[src/rtl/fb_pkg.sv]
`default_nettype none
// ============================================================================
// Module      : fb_pkg
// Description : Shared op-codes, geometry, FSM encoding and pixel-to-word
//               address mapping for the frame-buffer write engine.
// Revision    : 1.0 - initial release
// ============================================================================
package fb_pkg;

    localparam logic [1:0] FB_OP_SET   = 2'b00;
    localparam logic [1:0] FB_OP_CLR   = 2'b01;
    localparam logic [1:0] FB_OP_WRITE = 2'b10;
    localparam logic [1:0] FB_OP_FILL  = 2'b11;

    localparam int FB_WORDS = 64;
    localparam int FB_ROWS  = 32;
    localparam int FB_COLS  = 64;

    localparam logic [5:0] FB_LAST_ADDR = 6'(FB_WORDS - 1);

    localparam logic [1:0] FB_ST_IDLE    = 2'd0;
    localparam logic [1:0] FB_ST_RD_WAIT = 2'd1;
    localparam logic [1:0] FB_ST_WRITE   = 2'd2;
    localparam logic [1:0] FB_ST_SWEEP   = 2'd3;

    typedef struct packed {
        logic [5:0] word;
        logic [4:0] bitIdx;
    } fb_loc_t;

    // Each row spans two words; x[5] picks the half, x[4:0] the bit within it.
    function automatic fb_loc_t fbMapPixel(input logic [5:0] x, input logic [4:0] y);
        fb_loc_t loc;
        loc.word   = {y, x[5]};
        loc.bitIdx = x[4:0];
        return loc;
    endfunction

endpackage : fb_pkg
`default_nettype wire

[src/rtl/fb_rmw_bit.sv]
`default_nettype none
// ============================================================================
// Module      : fb_rmw_bit
// Description : Combinational single-bit set/clear on a 32-bit word.
// Revision    : 1.0 - initial release
// ============================================================================
module fb_rmw_bit (
    input  logic [31:0] i_word,
    input  logic [4:0]  i_bitIdx,
    input  logic        i_set,
    output logic [31:0] o_word
);

    always_comb begin
        o_word           = i_word;
        o_word[i_bitIdx] = i_set;
    end

endmodule : fb_rmw_bit
`default_nettype wire

[src/rtl/fb_pixel_writer.sv]
`default_nettype none
// ============================================================================
// Module      : fb_pixel_writer
// Description : Frame-buffer write engine: pixel read-modify-write, word
//               writes and full-buffer fill. FB_FILL_PATTERN_EN selects
//               cmd_data as the fill word; otherwise fill clears to zero.
// Revision    : 1.0 - initial release
// ============================================================================
module fb_pixel_writer
    import fb_pkg::*;
#(
    parameter int RD_LAT = 2
) (
    input  logic        clk,
    input  logic        rst,
    input  logic        cmd_valid,
    output logic        cmd_ready,
    input  logic [1:0]  cmd_op,
    input  logic [5:0]  cmd_x,
    input  logic [4:0]  cmd_y,
    input  logic [31:0] cmd_data,
    output logic [5:0]  mem_address,
    output logic [31:0] mem_wdata,
    output logic        mem_wren,
    input  logic [31:0] mem_q,
    output logic        done
);

    localparam int c_CNT_W = (RD_LAT < 1) ? 1 : $clog2(RD_LAT + 1);
    localparam logic [c_CNT_W-1:0] c_LAT_LOAD = c_CNT_W'(RD_LAT);

    logic [1:0]         r_state;
    logic [c_CNT_W-1:0] r_latCnt;
    logic [1:0]         r_op;
    logic [4:0]         r_bitIdx;
    logic [5:0]         r_memAddress;
    logic [31:0]        r_memWdata;

    fb_loc_t            w_loc;
    logic [31:0]        w_rmwWord;
    logic [31:0]        w_fillWord;
    logic               w_accept;
    logic               w_sweepLast;

    assign w_loc       = fbMapPixel(cmd_x, cmd_y);
    assign w_accept    = cmd_valid && cmd_ready;
    assign w_sweepLast = (r_state == FB_ST_SWEEP) && (r_memAddress == FB_LAST_ADDR);

`ifdef FB_FILL_PATTERN_EN
    assign w_fillWord = cmd_data;
`else
    assign w_fillWord = '0;
`endif

    fb_rmw_bit u_rmw (
        .i_word   (mem_q),
        .i_bitIdx (r_bitIdx),
        .i_set    (r_op == FB_OP_SET),
        .o_word   (w_rmwWord)
    );

    always_ff @(posedge clk) begin
        if (rst) begin
            r_state      <= FB_ST_IDLE;
            r_latCnt     <= '0;
            r_op         <= '0;
            r_bitIdx     <= '0;
            r_memAddress <= '0;
            r_memWdata   <= '0;
        end else begin
            case (r_state)
                FB_ST_IDLE: begin
                    if (w_accept) begin
                        r_op     <= cmd_op;
                        r_bitIdx <= w_loc.bitIdx;
                        case (cmd_op)
                            FB_OP_SET, FB_OP_CLR: begin
                                r_memAddress <= w_loc.word;
                                r_latCnt     <= c_LAT_LOAD;
                                r_state      <= FB_ST_RD_WAIT;
                            end
                            FB_OP_WRITE: begin
                                r_memAddress <= w_loc.word;
                                r_memWdata   <= cmd_data;
                                r_state      <= FB_ST_WRITE;
                            end
                            default: begin
                                r_memAddress <= '0;
                                r_memWdata   <= w_fillWord;
                                r_state      <= FB_ST_SWEEP;
                            end
                        endcase
                    end
                end
                FB_ST_RD_WAIT: begin
                    // Count reaches zero on the cycle mem_q holds the addressed word.
                    if (r_latCnt == '0) begin
                        r_memWdata <= w_rmwWord;
                        r_state    <= FB_ST_WRITE;
                    end else begin
                        r_latCnt <= r_latCnt - 1'b1;
                    end
                end
                FB_ST_WRITE: begin
                    r_state <= FB_ST_IDLE;
                end
                FB_ST_SWEEP: begin
                    if (r_memAddress == FB_LAST_ADDR) begin
                        r_memAddress <= '0;
                        r_state      <= FB_ST_IDLE;
                    end else begin
                        r_memAddress <= r_memAddress + 1'b1;
                    end
                end
                default: begin
                    r_state <= FB_ST_IDLE;
                end
            endcase
        end
    end

    // Gating with rst keeps an abandoned command from landing a write while reset is held.
    assign cmd_ready   = (r_state == FB_ST_IDLE) && !rst;
    assign mem_wren    = ((r_state == FB_ST_WRITE) || (r_state == FB_ST_SWEEP)) && !rst;
    assign done        = ((r_state == FB_ST_WRITE) || w_sweepLast) && !rst;
    assign mem_address = r_memAddress;
    assign mem_wdata   = r_memWdata;

endmodule : fb_pixel_writer
`default_nettype wire

[config.mk]
export PLATFORM = sky130hd
export DESIGN_NAME = fb_pixel_writer
export DESIGN_NICKNAME = d
export VERILOG_FILES = /design/src/rtl/fb_pkg.sv /design/src/rtl/fb_rmw_bit.sv /design/src/rtl/fb_pixel_writer.sv
export SDC_FILE = /design/constraint.sdc
export NUM_CORES = 1
export LEC_CHECK = 0
export ABC_AREA = 1
export ABC_CLOCK_PERIOD_IN_PS = 1550
export CORE_UTILIZATION = 30
export CTS_BUF_LIST = sky130_fd_sc_hd__clkbuf_16
export DETAILED_ROUTE_END_ITERATION = 10
export DONT_BUFFER_PORTS = 1
export GPL_TIMING_DRIVEN = 0
export SYNTH_ARGS = -nofsm -noshare
export SYNTH_HDL_FRONTEND = slang
export SYNTH_SLANG_ARGS = --single-unit
[constraint.sdc]
create_clock -name clk -period 1.55 [get_ports clk]
set_input_delay 0.31 -clock clk [delete_from_list [all_inputs] [get_ports clk]]
set_output_delay 0.31 -clock clk [all_outputs]
set_load 0.05 [all_outputs]
==> results of run 1 <==
[report_power, final]
| group | internal [mW] | switching [mW] | leakage, nW |
|---|---|---|---|
| registers | 1.47 | 0.777 | 0.407 |
| logic | 0.514 | 0.941 | 1.40 |
| clock network | 0.597 | 0.520 | 0.0754 |
| total | 2.58 | 2.24 | 1.88 |
[worst max-delay path by stage]
stage | start | cells after the start | endpoint | slack, ns
floorplan | mem_address[1]$_SDFFE_PP0P_ | 5 | done | -0.29
CTS | mem_address[0]$_SDFFE_PP0P_ | 5 | done | -0.55
global placement | rst | 4 | done | -0.41
global route | mem_address[4]$_SDFFE_PP0P_ | 4 | done | -0.64
finish | mem_address[4]$_SDFFE_PP0P_ | 4 | done | -0.58
detailed placement | rst | 4 | done | -0.43
[layout by cell type (no fill, tap or decap), types with 6 or more instances in the layout]
master	count
inv_1	102
o21ai_0	16
o21bai_1	12
nand2_1	126
a21oi_1	45
nand4_1	13
nor2_4	9
nor2_2	10
clkbuf_16	6
nand3_1	66
dfxtp_1	41
nor2_1	89
buf_4	12
[cell families after synthesis]
kind of cell / Yosys count / synth area share [%]
compound gates: 76 / 12.5
flops: 49 / 29.5
fa+ha+maj: 2 / 0.751
simple gates: 322 / 40.6
buf+inv: 132 / 15.8
xor+xnor: 3 / 0.789
[stage by stage]
step                worst slack, ns  instances
CTS                          -0.554        735
detailed placement           -0.426        724
finish                       -0.576        741
global route                 -0.636        741
floorplan                    -0.293        584
global placement             -0.405        724
[worst max-delay path, delay by kind of cell, from the launching register on]
| kind | cells | cell delay (ns) |
|---|---|---|
| and+or+nand+nor | 4 | 0.96 |
| DFF | 1 | 0.55 |
[flip-flops by register name, summed over array words and instances (netlist names)]
register and cells:
mem_address 6, mem_wdata 32, r_bitIdx 5, r_latCnt 2
r_op 2, r_state 2
[cell type report]
cell class	instances	share of cell area [%]
multi-input cells	403	50.5
flip-flops and latches	49	25.0
inverters	104	9.85
plain buffers	28	4.44
well taps	140	4.38
clock buffers	5	3.13
repair buffers	9	2.31
clock inverters	3	0.438
[what timing repair did]
item,in CTS,in global routing
resized for setup,19,47
gates cloned,0,1
pin swaps,4,4
hold buffers,0,0
buffers inserted,3,5
setup endpoints to repair,42,43
[routing by layer]
metal / up-vias / track usage [%]
met4: 0 / 4.60
li1: 1836 / -
met5: - / 0
met1: 1625 / 23.4
met2: 131 / 30.4
met3: 8 / 5.39
==> flow_metrics.env, run 1 <==
export IMPL_status="finished, violations left"
export IMPL_violations="negative setup slack"
export IMPL_setup_slack_ns=-0.576
export IMPL_clkSinkCount=49
export IMPL_wl_met2_um=4970
export IMPL_die_h_um=107
export IMPL_vdd_ir_drop_max_uv=512
export IMPL_grt_pass1_wl_um=16500
export IMPL_area_growth_pct=20.1
export IMPL_vias=3600
export IMPL_fin_crit_sh_pct=137
export IMPL_fillers=1209
export IMPL_fin_skew_ns=0.0148
export IMPL_start_util_pct=30.7
export IMPL_antenna_cells=0
export IMPL_clockRootBuffer="clkbuf_16"
export IMPL_synth_edf_count=0
export IMPL_drv_cap=0
export IMPL_die_area_um2=11500
export IMPL_min_delay_start="cmd_x[3]"
export IMPL_antenna_found_initial=0
export IMPL_rr_startpoint="r_state[1]$_SDFFE_PP0P_"
export IMPL_nNetsFinal=682
export IMPL_whs_ns=0.223
export IMPL_p_per_area_nw_per_um2=1210
export IMPL_period_needed_ns=2.13
export IMPL_postPlaceCellArea_um2=3560
export IMPL_fin_setup_tns_ns=-0.696
export IMPL_grt_pass1_vias=3288
export IMPL_multi_input_comb_area_um2=2020
export IMPL_slew_headroom_pct=51.5
export IMPL_r2r_end="mem_wdata[3]$_SDFFE_PP0P_"
export IMPL_core_area_um2=10800
export IMPL_synth_most_common_cell="nand2_1"
export IMPL_ant_nets=0
export IMPL_p_total_mw=4.82
export IMPL_drt_total_wl_um=10800
export IMPL_setup_viol=2
export IMPL_cp_cell_sequence="nand2_1 -> nor2_4 -> nor2_4 -> nor4_4"
export IMPL_routed_wl_met3_um=975
export IMPL_ys_top_cells_by_area="dfxtp_1, nand2_1, nor2_1, inv_1, nand3_1"
export IMPL_place_gp_congestion=0.828
export IMPL_regArea_um2=998
export IMPL_synth_cell_type_count=24
export IMPL_max_slew_worst_pin_slew_ns=0.723
export IMPL_port_buffers=0
export IMPL_synthArstFlopShare_pct=0
export IMPL_syn_area_um2=3330
export IMPL_hold_viol=0
export IMPL_cp_slowest_stage_delay_ns=0.55
export IMPL_stdcell_area_um2=4000
export IMPL_ios=121
export IMPL_layout_drive_gt1_share_pct=12.8
export IMPL_slew_viol_final=0
export IMPL_syn_instance_count=584
export IMPL_drtIter0Drc=209
export IMPL_start_kind="register"
export IMPL_wl_met1_um=4730
export IMPL_critical_path_arrival_ns=1.82
export IMPL_clkTransAtPathRegs_ns=0.07
export IMPL_yosysWarningCount=0
export IMPL_hold_depth=2
export IMPL_reg2reg_slack_ns=0.01
export IMPL_syn_avg_cell_area_um2=5.70
export IMPL_grt_start_max_net_pins=16
export IMPL_wl_per_cell_um=14.5
export IMPL_synth_seq_cells=49
export IMPL_p_leak_nw=1.88
export IMPL_clk_latency_ns=0.30
export IMPL_hold_class="in2reg"
export IMPL_path_class="reg2out"
export IMPL_worst_path_max_fanout=5
export IMPL_viasPerCell=4.86
export IMPL_fmax_mhz=470
export IMPL_worstHoldEndpoint="r_bitIdx[3]$_SDFFE_PP0P_"
export IMPL_cts_buffers=5
export IMPL_end_kind="output port"
export IMPL_synth_commonest_cells="nand2_1, nor2_1, inv_1, nand3_1, dfxtp_1"
export IMPL_route_detailed_drc=0
export IMPL_utilization_pct=36.9
export IMPL_synth_top_area_cell="dfxtp_1"
export IMPL_grt_overflow=0
export IMPL_rsz0062_at_grt="yes"
export IMPL_cts_tree="built"
export IMPL_cpMaxStageDelayCell="dfxtp_2"
export IMPL_cts_max_level=2
export IMPL_top_layer="met4"
export IMPL_ys_flop_type="dfxtp_1"
export IMPL_r2r_cells=9
export IMPL_synth_fp_nets=666
export IMPL_synth_seq_area_share_pct=29.5
export IMPL_crit_top_cell="nor2_4"
export IMPL_required_ns=1.24
export IMPL_track_usage_pct=18.4
export IMPL_clockBufferDepth=2
export IMPL_dp_hpwl_um=8210
export IMPL_synth_top_area_share_pct=29.5
export IMPL_first_pass_iters=4
export IMPL_rows=38
export IMPL_die_w_um=107
Note: power is estimated with default switching activity, not from simulation.
==> run 2, diff against run 1 <==
- REMOVE_ABC_BUFFERS: unset -> 1
==> run 2 against run 1 <==
Effect of this change: the run still ends with negative setup slack left; first-iteration DRC count increased by 20%; design area increased by 6.4%; final cell count decreased by 0.13%; worst setup slack got worse by 0.074 ns; largest cell class unchanged.
==> flow_metrics.env, run 2 (synthesis results as in run 1) <==
export IMPL_status="finished, violations left"
export IMPL_violations="negative setup slack"
export IMPL_rr_startpoint="r_state[1]$_SDFFE_PP0P_"
export IMPL_rsz0062_at_grt="yes"
export IMPL_rows=38
export IMPL_die_area_um2=11500
export IMPL_p_per_area_nw_per_um2=1220
export IMPL_setup_viol=2
export IMPL_postPlaceCellArea_um2=3380
export IMPL_period_needed_ns=2.20
export IMPL_hold_class="in2reg"
export IMPL_hold_depth=1
export IMPL_antenna_found_initial=0
export IMPL_startpoint="mem_address[0]$_SDFFE_PP0P_"
export IMPL_required_ns=1.24
export IMPL_p_leak_nw=1.92
export IMPL_hold_viol=0
export IMPL_grt_overflow=0
export IMPL_track_usage_pct=18.1
export IMPL_largest_reg_flops=32
export IMPL_viasPerCell=4.94
export IMPL_setup_slack_ns=-0.650
export IMPL_grt_pass1_wl_um=16200
export IMPL_multi_input_comb_area_um2=2210
export IMPL_clkSinkCount=49
export IMPL_clk_latency_ns=0.30
export IMPL_area_growth_pct=27.8
export IMPL_vias=3659
export IMPL_path_class="reg2out"
export IMPL_core_area_um2=10800
export IMPL_finalNonFillerCells=740
export IMPL_ant_nets=0
export IMPL_grt_start_max_net_pins=62
export IMPL_fin_skew_ns=0.00435
export IMPL_post_place_ws_ns=-1.04
export IMPL_stdcell_area_um2=4260
export IMPL_layout_common_cells="nand2_1, inv_1, nor2_1, nand3_1, dfxtp_1"
export IMPL_r2r_cells=8
export IMPL_cts_buffers=5
export IMPL_grt_pass1_vias=3300
export IMPL_layout_drive_gt1_share_pct=19.0
export IMPL_fmax_mhz=455
export IMPL_max_slew_worst_pin_slew_ns=0.723
export IMPL_antenna_cells=0
export IMPL_regArea_um2=1010
export IMPL_clockRootBuffer="clkbuf_16"
export IMPL_critical_path_arrival_ns=1.89
export IMPL_dp_hpwl_um=6700
export IMPL_first_pass_iters=5
export IMPL_start_util_pct=30.7
export IMPL_port_buffers=0
export IMPL_die_h_um=107
export IMPL_cts_max_level=2
export IMPL_ios=121
export IMPL_fillers=1148
export IMPL_drtIter0Drc=250
export IMPL_placed_cells=696
export IMPL_min_delay_start="rst"
export IMPL_slew_headroom_pct=51.4
export IMPL_end_kind="output port"
export IMPL_start_kind="register"
export IMPL_worstHoldEndpoint="r_state[1]$_SDFFE_PP0P_"
export IMPL_wl_per_cell_um=16.3
export IMPL_fin_crit_sh_pct=142
export IMPL_nNetsFinal=681
export IMPL_p_total_mw=5.21
export IMPL_worst_path_max_fanout=5
export IMPL_slew_viol_final=0
export IMPL_die_w_um=107
export IMPL_drt_total_wl_um=12100
export IMPL_route_detailed_drc=0
export IMPL_cts_tree="built"
export IMPL_place_gp_congestion=0.779
export IMPL_vdd_ir_drop_max_uv=616
export IMPL_reg2reg_slack_ns=0.02
export IMPL_clockBufferDepth=2
export IMPL_clkTransAtPathRegs_ns=0.08
export IMPL_utilization_pct=39.3
export IMPL_drv_cap=0
export IMPL_r2r_end="mem_wdata[14]$_SDFFE_PP0P_"
export IMPL_mostFrequentLayoutCell="nand2_1"
-- run 2: cell count changes in the layout (fill, tap and decap cells not counted), sizes merged --
cell      delta
clkbuf       -9
nand3        +4
buf          +2
clkinvlp     +2
inv          -2
clkinv       +1
nor2         +1
-- run 2: final cells by class --
class / instances / area share [%]
timing repair inverter: 1 / 0.118
tap: 140 / 4.12
clock buffer: 5 / 2.94
clock inverter: 3 / 0.617
sequential: 49 / 23.6
multi-input combinational: 408 / 52.0
timing repair buffer: 30 / 7.05
inverter: 104 / 9.52
-- run 2: per-stage QoR --
step	TNS, ns	hold slack (ns)
after CTS	-16.67	0.0493
after detailed placement	-42.45	0.386
after floorplan	-13.01	0.379
after global routing	-0.985	0.0497
final	-0.663	0.0603
after global placement	-41.05	0.383
-- run 2: power by group --
group          total, mW  internal, mW  switching (mW)
combinational       1.75         0.643            1.11
sequential          2.27          1.47           0.797
clock               1.19         0.613           0.575
total               5.21          2.73            2.48
-- run 2: metal layers --
layer / GRT usage (%) / vias to the layer above / part of all wire, %
met1: 22.3 / 1681 / 44
met5: 0 / - / 0
met3: 4.18 / 7 / 6.1
li1: - / 1849 / -
met2: 32.1 / 122 / 49
met4: 3.52 / 0 / 1.0
-- run 2: repair_timing --
action,CTS,global route
gates resized for setup,25,80
setup endpoints to repair,52,49
cloned,1,6
pin swaps,5,12
hold buffers,0,0
buffers inserted,4,25
-- run 2: worst max-delay path by stage --
| stage | endpoint | slack [ns] | cells past startpoint |
|---|---|---|---|
| floorplan | done | -1.49 | 5 |
| global placement | done | -1.64 | 5 |
| detailed placement | done | -1.04 | 5 |
| CTS | done | -0.68 | 5 |
| global route | done | -0.71 | 5 |
| finish | done | -0.65 | 5 |
-- run 2: critical path: stages, from the launching register on --
cell and delay, ns:
dfxtp_4 0.48, ha_4 0.18, nand3_4 0.09, nor2_4 0.12, nor2_4 0.05, nor4_4 0.66
==> run 3, diff against run 2 <==
- CORE_MARGIN: unset -> 1.5
==> run 3 against run 2 <==
Effect of this change: the run still ends with negative setup slack left; global-route usage is 0.43 points lower; register-to-register slack worse by 0.27 ns; sequential share of layout area is 2.9 points higher; highest routed layer unchanged.
==> flow_metrics.env, run 3 (synthesis results as in run 1) <==
export IMPL_status="finished, violations left"
export IMPL_violations="negative setup slack"
export IMPL_drv_cap=0
export IMPL_grt_pass1_wl_um=15700
export IMPL_period_needed_ns=2.13
export IMPL_wl_per_cell_um=14.4
export IMPL_core_area_um2=10800
export IMPL_die_w_um=108
export IMPL_largest_reg_flops=32
export IMPL_p_per_area_nw_per_um2=1280
export IMPL_start_kind="register"
export IMPL_start_util_pct=30.7
export IMPL_vdd_ir_drop_max_uv=673
export IMPL_placed_cells=696
export IMPL_power_switching_mw=2.20
export IMPL_hold_viol=0
export IMPL_clk_latency_ns=0.31
export IMPL_clockBufferDepth=2
export IMPL_required_ns=1.24
export IMPL_slew_viol_final=0
export IMPL_clockRootBuffer="clkbuf_16"
export IMPL_vias=3381
export IMPL_setup_slack_ns=-0.583
export IMPL_pwr_share_seq_pct=46.5
export IMPL_die_area_um2=11700
export IMPL_antenna_cells=0
export IMPL_hold_class="in2reg"
export IMPL_first_pass_iters=4
export IMPL_grt_pass1_vias=3056
export IMPL_rows=38
export IMPL_end_kind="output port"
export IMPL_mostFrequentLayoutCell="nand2_1"
export IMPL_p_comb_share_pct=26.2
export IMPL_worst_path_max_fanout=5
export IMPL_reg2reg_slack_ns=-0.25
export IMPL_die_h_um=108
export IMPL_fmax_mhz=469
export IMPL_slew_headroom_pct=43.6
export IMPL_clkTransAtPathRegs_ns=0.08
export IMPL_clkSinkCount=49
export IMPL_utilization_pct=34.9
export IMPL_p_int_mw=2.65
export IMPL_port_buffers=0
export IMPL_track_usage_pct=17.7
export IMPL_startpoint="mem_address[0]$_SDFFE_PP0P_"
export IMPL_drtIter0Drc=167
export IMPL_setup_viol=35
export IMPL_layout_drive_gt1_share_pct=9.08
export IMPL_path_class="reg2out"
export IMPL_r2r_end="mem_wdata[15]$_SDFFE_PP0P_"
export IMPL_critical_path_arrival_ns=1.82
export IMPL_rsz0062_at_grt="yes"
export IMPL_whs_ns=0.0533
export IMPL_p_leak_nw=1.77
export IMPL_max_slew_worst_pin_slew_ns=0.845
export IMPL_fin_skew_ns=0.0102
export IMPL_min_delay_start="rst"
export IMPL_cts_max_level=2
export IMPL_area_growth_pct=13.7
export IMPL_p_total_mw=4.85
export IMPL_ios=121
export IMPL_grt_start_max_net_pins=62
export IMPL_dp_hpwl_um=6810
export IMPL_cts_tree="built"
export IMPL_route_detailed_drc=0
export IMPL_fin_crit_sh_pct=138
export IMPL_rr_startpoint="r_state[0]$_SDFFE_PP0P_"
export IMPL_nNetsFinal=654
export IMPL_crit_path_end="done"
export IMPL_fin_setup_tns_ns=-6.23
export IMPL_antenna_found_initial=0
export IMPL_fillers=1209
export IMPL_place_gp_congestion=0.792
export IMPL_drt_total_wl_um=10300
export IMPL_viasPerCell=4.74
export IMPL_grt_overflow=0
export IMPL_r2r_cells=5
export IMPL_cts_buffers=5
export IMPL_finalNonFillerCells=713
export IMPL_p_sw_share_pct=45.3
export IMPL_layout_common_cells="nand2_1, inv_1, nor2_1, nand3_1, a21oi_1"
export IMPL_ant_nets=0
export IMPL_p_clk_share_pct=27.3
## run 3: changes by cell type in the layout (fill, tap and decap cells not counted), sizes merged
cell / delta
inv: +1
nand3: -4
buf: -21
clkinvlp: -2
clkinv: -1
clkbuf: -1
bufinv: +1
## run 3: worst min-delay path by stage
stage	to	slack [ns]	depth (start not counted)
6_report	r_state[1]$_SDFFE_PP0P_	0.05	1
5_1_grt	r_state[1]$_SDFFE_PP0P_	0.04	1
4_1_cts	r_state[1]$_SDFFE_PP0P_	0.04	1
3_5_place_dp	r_state[1]$_SDFFE_PP0P_	0.38	1
3_3_place_gp	r_state[1]$_SDFFE_PP0P_	0.38	1
2_1_floorplan	r_state[1]$_SDFFE_PP0P_	0.38	1
## run 3: routing by layer
layer,track usage (%),up-vias,share of wire [%]
met1,22.6,1488,45
met2,28.9,104,47
met5,0,-,0
met4,4.70,0,1.3
met3,5.24,8,6.6
li1,-,1781,-
## run 3: through the flow
stage	instance area [um^2]	setup slack [ns]
floorplan	3190	-1.49
detailed placement	3380	-1.07
finish	3790	-0.583
global placement	3370	-1.64
CTS	3690	-0.704
global route	3790	-0.628
## run 3: critical path: stages, from the launching register on
cell	delay (ns)
dfxtp_4	0.48
ha_4	0.19
nand3_4	0.08
nor2_4	0.13
nor2_4	0.06
nor4_4	0.57
## run 3: what timing repair did
item,in CTS,in global routing
cloned,1,0
setup buffers,4,4
hold buffers,0,0
pin swaps,10,7
endpoints found under the setup margin,52,44
gates resized for setup,31,18
## run 3: cell type report
type	instances	area (um^2)	area share, %
Clock buffer	5	125	3.30
Clock inverter	3	46.3	1.22
Inverter	104	395	10.4
Multi-Input combinational cell	404	1970	52.1
Sequential cell	49	1000	26.5
Tap cell	140	175	4.63
Timing Repair Buffer	8	67.6	1.78
## run 3: power by group through the flow
stage,registers [mW],logic (mW),clock network [mW]
2_1_floorplan,2.21,0.906,0
3_3_place_gp,2.25,1.12,0
3_5_place_dp,2.26,1.16,0
4_1_cts,2.25,1.22,1.37
5_1_grt,2.28,1.45,1.42
6_report,2.25,1.27,1.32
